===== src/rtl/accel_pkg.sv =====
// Shared definitions for the accelerator run sequencer: state encoding, LED layout, defaults.
package accel_pkg;

  localparam int RES_W_DEF = 10;

  typedef enum logic [2:0] {
    ST_IDLE    = 3'd0,
    ST_LAUNCH  = 3'd1,
    ST_WAIT    = 3'd2,
    ST_CAPTURE = 3'd3,
    ST_GAP     = 3'd4,
    ST_FAULT   = 3'd5
  } state_e;

  localparam int LED_BUSY = 0;
  localparam int LED_OK   = 1;
  localparam int LED_ERR  = 2;
  localparam int LED_RUN0 = 3;

  function automatic logic is_busy(input state_e s);
    return (s == ST_LAUNCH) || (s == ST_WAIT) || (s == ST_CAPTURE) || (s == ST_GAP);
  endfunction

endpackage


===== src/rtl/accel_wdog.sv =====
// Up-counter with clear/enable and a terminal flag against a loadable terminal value.
module accel_wdog #(
  parameter int W = 11
) (
  input  logic         clk,
  input  logic         rst,
  input  logic         clr,
  input  logic         en,
  input  logic [W-1:0] term,
  output logic         tc
);

  logic [W-1:0] cnt_q, cnt_d;

  always_comb begin
    cnt_d = cnt_q;
    if (clr) begin
      cnt_d = '0;
    end else if (en) begin
      cnt_d = cnt_q + W'(1);
    end
  end

  always_ff @(posedge clk) begin
    if (rst) begin
      cnt_q <= '0;
    end else begin
      cnt_q <= cnt_d;
    end
  end

  assign tc = (cnt_q == term);

endmodule


===== src/rtl/accel_run_ctrl.sv =====
// Run sequencer for the TOP accelerator core: go edge -> start pulse, done/watchdog wait,
// result capture, optional auto-repeat, status LEDs.
module accel_run_ctrl
  import accel_pkg::*;
#(
  parameter int RES_W       = RES_W_DEF,
  parameter int TIMEOUT_CYC = 1024,
  parameter int TO_W        = 11,
  parameter int AUTO_GAP    = 16,
  parameter int CNT_W       = 8
) (
  input  logic             clk,
  input  logic             rst,
  input  logic             go,
  input  logic             auto_mode,
  input  logic             abort,
  input  logic             clr_err,
  output logic             acc_start,
  input  logic             acc_done,
  input  logic [RES_W-1:0] acc_result,
  output logic [RES_W-1:0] result,
  output logic             result_valid,
  output logic             busy,
  output logic             err_timeout,
  output logic [CNT_W-1:0] run_count,
  output logic [3:0]       led,
  output state_e           dbg_state
);

  // Core handshake: acc_start is a single-cycle strobe; acc_done is a single-cycle strobe
  // honoured only in WAIT, with acc_result qualified by it. No backpressure either way.
  state_e           state_q, state_d;
  logic             go_q;
  logic [RES_W-1:0] result_q, result_d;
  logic             rv_q, rv_d;
  logic [CNT_W-1:0] count_q, count_d;
  logic             ok_q, ok_d;
  logic             err_q, err_d;
  logic             start_q, start_d;
  logic             busy_q, busy_d;
  logic [3:0]       led_q, led_d;
  logic             wd_clr, wd_en, wd_tc;
  logic [TO_W-1:0]  wd_term;

  // One counter serves both phases; the terminal value follows the current state.
  assign wd_term = (state_q == ST_WAIT) ? TO_W'(TIMEOUT_CYC - 1) : TO_W'(AUTO_GAP - 1);

  accel_wdog #(.W(TO_W)) u_wdog (
    .clk  (clk),
    .rst  (rst),
    .clr  (wd_clr),
    .en   (wd_en),
    .term (wd_term),
    .tc   (wd_tc)
  );

  always_comb begin
    state_d  = state_q;
    result_d = result_q;
    rv_d     = 1'b0;
    count_d  = count_q;
    ok_d     = ok_q;
    err_d    = err_q;
    wd_clr   = 1'b0;
    wd_en    = 1'b0;
    case (state_q)
      ST_IDLE: if (go && !go_q) state_d = ST_LAUNCH;
      ST_LAUNCH: begin
        wd_clr  = 1'b1;
        state_d = ST_WAIT;
      end
      ST_WAIT: begin
        wd_en = 1'b1;
        if (acc_done) begin
          state_d  = ST_CAPTURE;
          result_d = acc_result;
          rv_d     = 1'b1;
          count_d  = count_q + CNT_W'(1);
          ok_d     = 1'b1;
        end else if (wd_tc) begin
          state_d = ST_FAULT;
          err_d   = 1'b1;
          ok_d    = 1'b0;
        end
      end
      ST_CAPTURE: begin
        wd_clr  = 1'b1;
        state_d = auto_mode ? ST_GAP : ST_IDLE;
      end
      ST_GAP: begin
        wd_en = 1'b1;
        if (!auto_mode) state_d = ST_IDLE;
        else if (wd_tc) state_d = ST_LAUNCH;
      end
      ST_FAULT: begin
        if (clr_err) begin
          state_d = ST_IDLE;
          err_d   = 1'b0;
        end
      end
      default: state_d = ST_IDLE;
    endcase
    // Abort overrides any capture or timeout decided above in the same cycle.
    if (abort && is_busy(state_q)) begin
      state_d  = ST_IDLE;
      result_d = result_q;
      rv_d     = 1'b0;
      count_d  = count_q;
      ok_d     = ok_q;
      err_d    = err_q;
    end
    start_d         = (state_d == ST_LAUNCH);
    busy_d          = is_busy(state_d);
    led_d           = '0;
    led_d[LED_BUSY] = busy_d;
    led_d[LED_OK]   = ok_d;
    led_d[LED_ERR]  = err_d;
    led_d[LED_RUN0] = count_d[0];
  end

  always_ff @(posedge clk) begin
    if (rst) begin
      state_q  <= ST_IDLE;
      go_q     <= 1'b0;
      result_q <= '0;
      rv_q     <= 1'b0;
      count_q  <= '0;
      ok_q     <= 1'b0;
      err_q    <= 1'b0;
      start_q  <= 1'b0;
      busy_q   <= 1'b0;
      led_q    <= '0;
    end else begin
      state_q  <= state_d;
      go_q     <= go;
      result_q <= result_d;
      rv_q     <= rv_d;
      count_q  <= count_d;
      ok_q     <= ok_d;
      err_q    <= err_d;
      start_q  <= start_d;
      busy_q   <= busy_d;
      led_q    <= led_d;
    end
  end

  assign acc_start    = start_q;
  assign result       = result_q;
  assign result_valid = rv_q;
  assign busy         = busy_q;
  assign err_timeout  = err_q;
  assign run_count    = count_q;
  assign led          = led_q;
  assign dbg_state    = state_q;

endmodule


===== config.mk =====
export PLATFORM = sky130hd
export DESIGN_NAME = accel_run_ctrl
export DESIGN_NICKNAME = d
export VERILOG_FILES = /design/src/rtl/accel_pkg.sv /design/src/rtl/accel_wdog.sv /design/src/rtl/accel_run_ctrl.sv
export SDC_FILE = /design/constraint.sdc
export NUM_CORES = 1
export LEC_CHECK = 0
export CAP_MARGIN = 20
export CORE_MARGIN = 1
export CORE_UTILIZATION = 49
export CTS_CLUSTER_SIZE = 12
export DETAILED_ROUTE_END_ITERATION = 12
export GPL_TIMING_DRIVEN = 0
export PLACE_DENSITY = 0.79
export SETUP_SLACK_MARGIN = 0.5
export SYNTH_ARGS = -nofsm -noshare
export SYNTH_HDL_FRONTEND = slang
export SYNTH_HIERARCHICAL = 1
export SYNTH_SLANG_ARGS = --single-unit
export TNS_END_PERCENT = 5

===== constraint.sdc =====
create_clock -name clk -period 3.3 [get_ports clk]
set_clock_uncertainty 0.15 [all_clocks]
set_input_delay 0.66 -clock clk [delete_from_list [all_inputs] [get_ports clk]]
set_output_delay 0.66 -clock clk [all_outputs]
set_load 0.005 [all_outputs]

## Word level (Yosys, flattened, before mapping)

Cells that the tools add are included.

- Flip-flop bits (word level): 42
- Latch bits: 0
- RAM bits: 0
- ROM bits: 0
- Word-level logic and storage cells: 66
- Memories: 0

- Add/sub/neg operators: 2
- Multiply operators: 0
- Div/mod/pow operators: 0
- Order comparisons: 0
- Eq/ne operators: 10
- Shift-type cells: 0
- Multiplexer cells: 25
- Bitwise operators: 2
- Reduce and logical (&&, ||, !) cells: 15

Operator list:

| operator | number |
|---|---|
| $mux 3 | 8 |
| $pmux 3 s6 | 1 |
| $mux 1 | 14 |
| $eq 3x2->1 const B | 4 |
| $add 11x1->11 const B | 1 |
| $eq 11x10->1 | 1 |
| $mux 10 | 1 |
| $eq 3x3->1 const B | 3 |
| $add 8x1->8 const B | 1 |
| $eq 3x1->1 const B | 2 |
| $logic_or 1x1->1 | 6 |
| $reduce_or 2->1 | 3 |
| $logic_not 3->1 | 1 |
| $reduce_and 3->1 | 1 |
| $reduce_or 3->1 | 1 |
| $logic_and 1x1->1 | 2 |
| $not 1->1 | 2 |
| $pmux 1 s2 | 1 |
| $logic_not 1->1 | 1 |

## Depth between registers and ports, before layout

- Word-level depth: 11
- Depth in mapped cells: 10
- Mapped depth without buffers: 9

## Hierarchy

Netlist, hierarchy kept.

By module, submodules not included:

| module | times used | cells each | area an instance (µm²) | sequential area each (µm²) |
|---|---|---|---|---|
| accel_run_ctrl | 1 | 151 | 1257.5 | 540.5 |
| accel_wdog | 1 | 69 | 606.8 | 220.2 |

## Worst setup path before layout

OpenSTA, ideal clock, no wires.

- Kind: register -> register
- Start point: register state_q[0] (netlist: dbg_state[0])
- End point: register led_q[0] (netlist: led[0])
- Arrival time: 2685 ps
- Slack: 393 ps
- Stages on the path, launching flop included: 11
- Period minus slack after synthesis: 2907 ps
- Cells stage by stage: dfxtp_1 -> buf_6 -> clkbuf_1 -> nor3_1 -> xnor2_1 -> nand4_1 -> nor3_1 -> nor3b_1 -> o21ai_0 -> a211o_1 -> mux2i_1

- Word-level cells in the longest chain between the ends: 11
- Elaborated cells between the ends (all ways): 27

RTL lines:

| item | RTL line | text |
|---|---|---|
| start, declared | accel_run_ctrl.sv:32 | `state_e state_q, state_d;` |
| start signal, assigned | accel_run_ctrl.sv:134 | `state_q <= state_d;` |
| $eq 3x2->1 (*) | accel_run_ctrl.sv:46 | `assign wd_term = (state_q == ST_WAIT) ? TO_W'(TIMEOUT_CYC - 1) : TO_W'(AUTO_GAP - 1);` |
| $mux 10 (*) | accel_run_ctrl.sv:46 |  |
| via wd_term[4] | accel_run_ctrl.sv:43 | `logic [TO_W-1:0] wd_term;` |
| $eq 11x10->1 (*) | accel_wdog.sv:32 | `assign tc = (cnt_q == term);` |
| via wd_tc | accel_run_ctrl.sv:42 | `logic wd_clr, wd_en, wd_tc;` |
| $mux 3, on equally long branches | accel_run_ctrl.sv:93, accel_run_ctrl.sv:80 |  |
| $mux 3, on equally long branches | accel_run_ctrl.sv:92, accel_run_ctrl.sv:74 |  |
| $pmux 3 s6 (*) | accel_run_ctrl.sv:66 | `case (state_q)` |
| $mux 3 (*) | accel_run_ctrl.sv:104 | `if (abort && is_busy(state_q)) begin` |
| $eq 3x1->1 / $eq 3x2->1 (equally long branches) | accel_pkg.sv:21 | `return (s == ST_LAUNCH) \|\| (s == ST_WAIT) \|\| (s == ST_CAPTURE) \|\| (s == ST_GAP);` |
| $logic_or 1x1->1 (2 in series) | accel_pkg.sv:21 |  |
| $logic_or 1x1->1 (*) | accel_pkg.sv:21 |  |
| end signal, assigned | accel_run_ctrl.sv:143 | `led_q <= led_d;` |
| end, declared | accel_run_ctrl.sv:41 | `logic [3:0] led_q, led_d;` |

Mark *: on every way through the listed nets, which the timed path passes. The rest lies on a longest branch.
A chain may end at the register's enable or synchronous reset.

## Final worst setup path

- Start point: register state_q[1] (netlist: dbg_state[1])
- End point: register led_q[0] (netlist: led[0])

The elaborated chain is that of the path after synthesis.

==> impl_metrics.yaml <==
routing:
  vias: 1661
  detail_route.iter0.violations: 79
  wl_per_cell_um: 12.2
  drc: 0
  totalWireLength_mm: 3.95
  postRouteAntennaNets: 0
  drt_pass1_iterations: 4
  viasPerCell: 5.13
die:
  die-width_um: 63.7
  core_area_um2: 3660
  die_h_um: 63.7
  die-area_um2: 4060
  initial_core_util_pct: 50.9
  rows: 22
  pin_count: 46
synthesis:
  yosys_most_used_dff: "dfxtp_1"
  netlist_instances: 220
  synth_async_sr_flop_share_pct: 0
  yosys_warnings: 6
  synth_edf_count: 0
  seq_area_frac_synth_pct: 40.8
  synth.avg_cell_area_um2: 8.47
  synthTopCellsByArea: "dfxtp_1 41%, xnor2_1 8.5%, nand2_1 6.4%"
  synth_seq_cells: 38
  synth_top_area_share_pct: 40.8
  syn_area_um2: 1860
  synthDistinctLibCells: 46
  yosysTopAreaCell: "dfxtp_1"
layout:
  final_layout_size_suffix_gt1_share_pct: 9.78
  fin_area_um2: 2560
  nNetsFinal: 294
  multi_input_area_um2: 1030
  layout_common_cells: "44 x clkdlybuf4s50_1, 38 x dfxtp_1, 32 x nand2_1, 18 x xnor2_1, 17 x a21oi_1"
  fill_cells: 290
  final-seq-area_um2: 761
  area_growth_pct: 37.5
  final_common_cell: "clkdlybuf4s50_1"
  finish.utilization_pct: 70.0
  diodes: 0
clocking:
  cts_root_buf: "clkbuf_8"
  path_clk_slew_ns: 0.08
  insertion_delay_ns: 0.29
  clock-sinks: 38
  numCtsBuffers: 5
  cts_hold_buf: 0
  cts_tree: "yes"
  htreeDepth: 2
  clockBufferDepth: 2
power_and_ir_drop:
  p_clk_share_pct: 44.3
  design_power_total_mw: 1.12
  p_comb_share_pct: 13.1
  ir_drop_uv: 303
  sw_frac_of_total_pct: 21.9
  powerDensity_nw_per_um2: 435
  p_switching_mw: 0.244
  pwr-share-seq_pct: 42.6
  intPower_mw: 0.872
  cellLeakagePower_nw: 0.923
sta:
  finalCriticalPeriod_ns: 2.66
  slew_headroom_pct: 64.1
  whs_ns: 0.304
  hold_viol: 0
  tightest_slew_ns: 0.537
  slew_viol_final: 0
  period_share_pct: 80.7
  finalSetupViolCount: 0
  setup_tns_ns: 0
  max_freq_ghz: 0.375
  rsz0062_at_grt: "no"
critical_path:
  cp_num_buf_inv: 3
  end_kind: "register"
  cpLargestDelayFamily: "simple AND/OR/NAND/NOR gates"
  path_max_fanout: 10
  criticalPathCategory: "register to register"
  critPathMostFrequentCell: "nor3_4"
  max_stage_delay_ns: 0.37
  start_kind: "register"
  critPathSlowestCell: "a211o_1"
  crit_chain: "buf_2 > inv_1 > nor3_4 > buf_12 > xnor2_1 > nand4_1 > nor3_4 > nor3b_1 > o21ai_0 > a211o_1 > mux2i_1"
  required_ns: 3.38
  arrival_ns: 2.75
grt:
  grt_antenna_before_repair: 0
  grt_usage_pct: 20.6
  grt_pass1_vias: 1481
  grt-ovfl-total: 0
  grt_pass1_wl_mm: 6.58
  grt_max_degree: 13
job:
  cap_viol_max_count: 0
place:
  placed_area_um2: 2380
  routabilityCongestion: 0.795
  hpwl_mm: 2.66
  port_buffers: 44
status:
  status: "finished, final reports clean"
hold_path:
  hold_path_class: "register to register"
-- repair_timing --
action / 4_1_cts / 5_1_grt
pin swaps: 1 / 1
setup buffers: 0 / 1
endpoints found under the setup margin: 3 / 3
gates resized for setup: 2 / 5
-- flip-flops by register name, summed over array words and instances, names as in the netlist --
register,count
u_wdog/cnt_q,11
result,10
run_count,8
dbg_state,3
led,3
acc_start,1
go_q,1
result_valid,1
-- layout make-up --
class,instances,area share (%)
inverter,6,0.878
sequential,38,29.7
buffer,14,3.22
tap,48,2.34
clock inverter,2,2.34
clock buffer,6,3.22
timing repair buffer,45,18.0
multi-input combinational,165,40.4
-- worst reg2reg max path: stages, from the launching register on --
cell	delay [ns]
dfxtp_1	0.33
buf_2	0.20
inv_1	0.11
nor3_4	0.23
buf_12	0.15
xnor2_1	0.12
nand4_1	0.17
nor3_4	0.29
nor3b_1	0.20
o21ai_0	0.17
a211o_1	0.37
mux2i_1	0.12
-- per-stage QoR --
stage / worst slack [ns] / instances
after floorplan: 0.644 / 223
after global routing: 0.503 / 324
after CTS: 0.527 / 323
final: 0.636 / 324
after detailed placement: 0.267 / 315
after global placement: 0.297 / 315
-- power by group through the flow --
stage | Clock [mW] | Combinational [mW] | Sequential, mW
after floorplan | 0 | 0.0797 | 0.486
after global placement | 0 | 0.134 | 0.486
after detailed placement | 0 | 0.135 | 0.486
after CTS | 0.499 | 0.139 | 0.475
after global routing | 0.521 | 0.159 | 0.476
final | 0.494 | 0.147 | 0.475
-- metal layers --
layer	track usage [%]	vias up	wire length, um
li1	-	854	-
met1	25.7	764	1870
met2	34.0	36	1850
met3	5.62	7	150
met4	6.82	0	70
met5	0	-	0
-- path summary, 6_finish.rpt --
check,startpoint,to,slack (ns),cells past startpoint
setup / recovery,dbg_state[1],led[0],0.64,11
hold / removal,result[7],result[7],0.30,2
setup reg to reg,dbg_state[1],led[0],0.64,11
hold reg to reg,result[7],result[7],0.30,2
-- synthesized netlist by cell type, types with 2 or more instances --
library cell  number
dfxtp_1           38
nand2_1           32
xnor2_1           18
a21oi_1           17
nor2_1            16
clkbuf_1           7
nor2b_1            7
inv_1              6
nand4_1            6
nor3_1             6
buf_4              5
nand3_1            5
o21ai_0            5
or3_1              4
xor2_1             4
and2_1             3
mux2i_1            3
o21a_1             3
and3_1             2
conb_1             2
ha_1               2
nor3b_1            2
o31ai_1            2
or2_2              2
or4_1              2
-- cells by family after synthesis --
logic type	share of synthesized area, %
buffers and inverters	5.50
adders and majority gates	1.34
AOI/OAI and AO/OA	12.8
and+or+nand+nor	27.2
muxes	1.61
other	0.403
DFF	40.8
xor gates and xnor gates	10.3
Power figures use the tool's default switching activity.
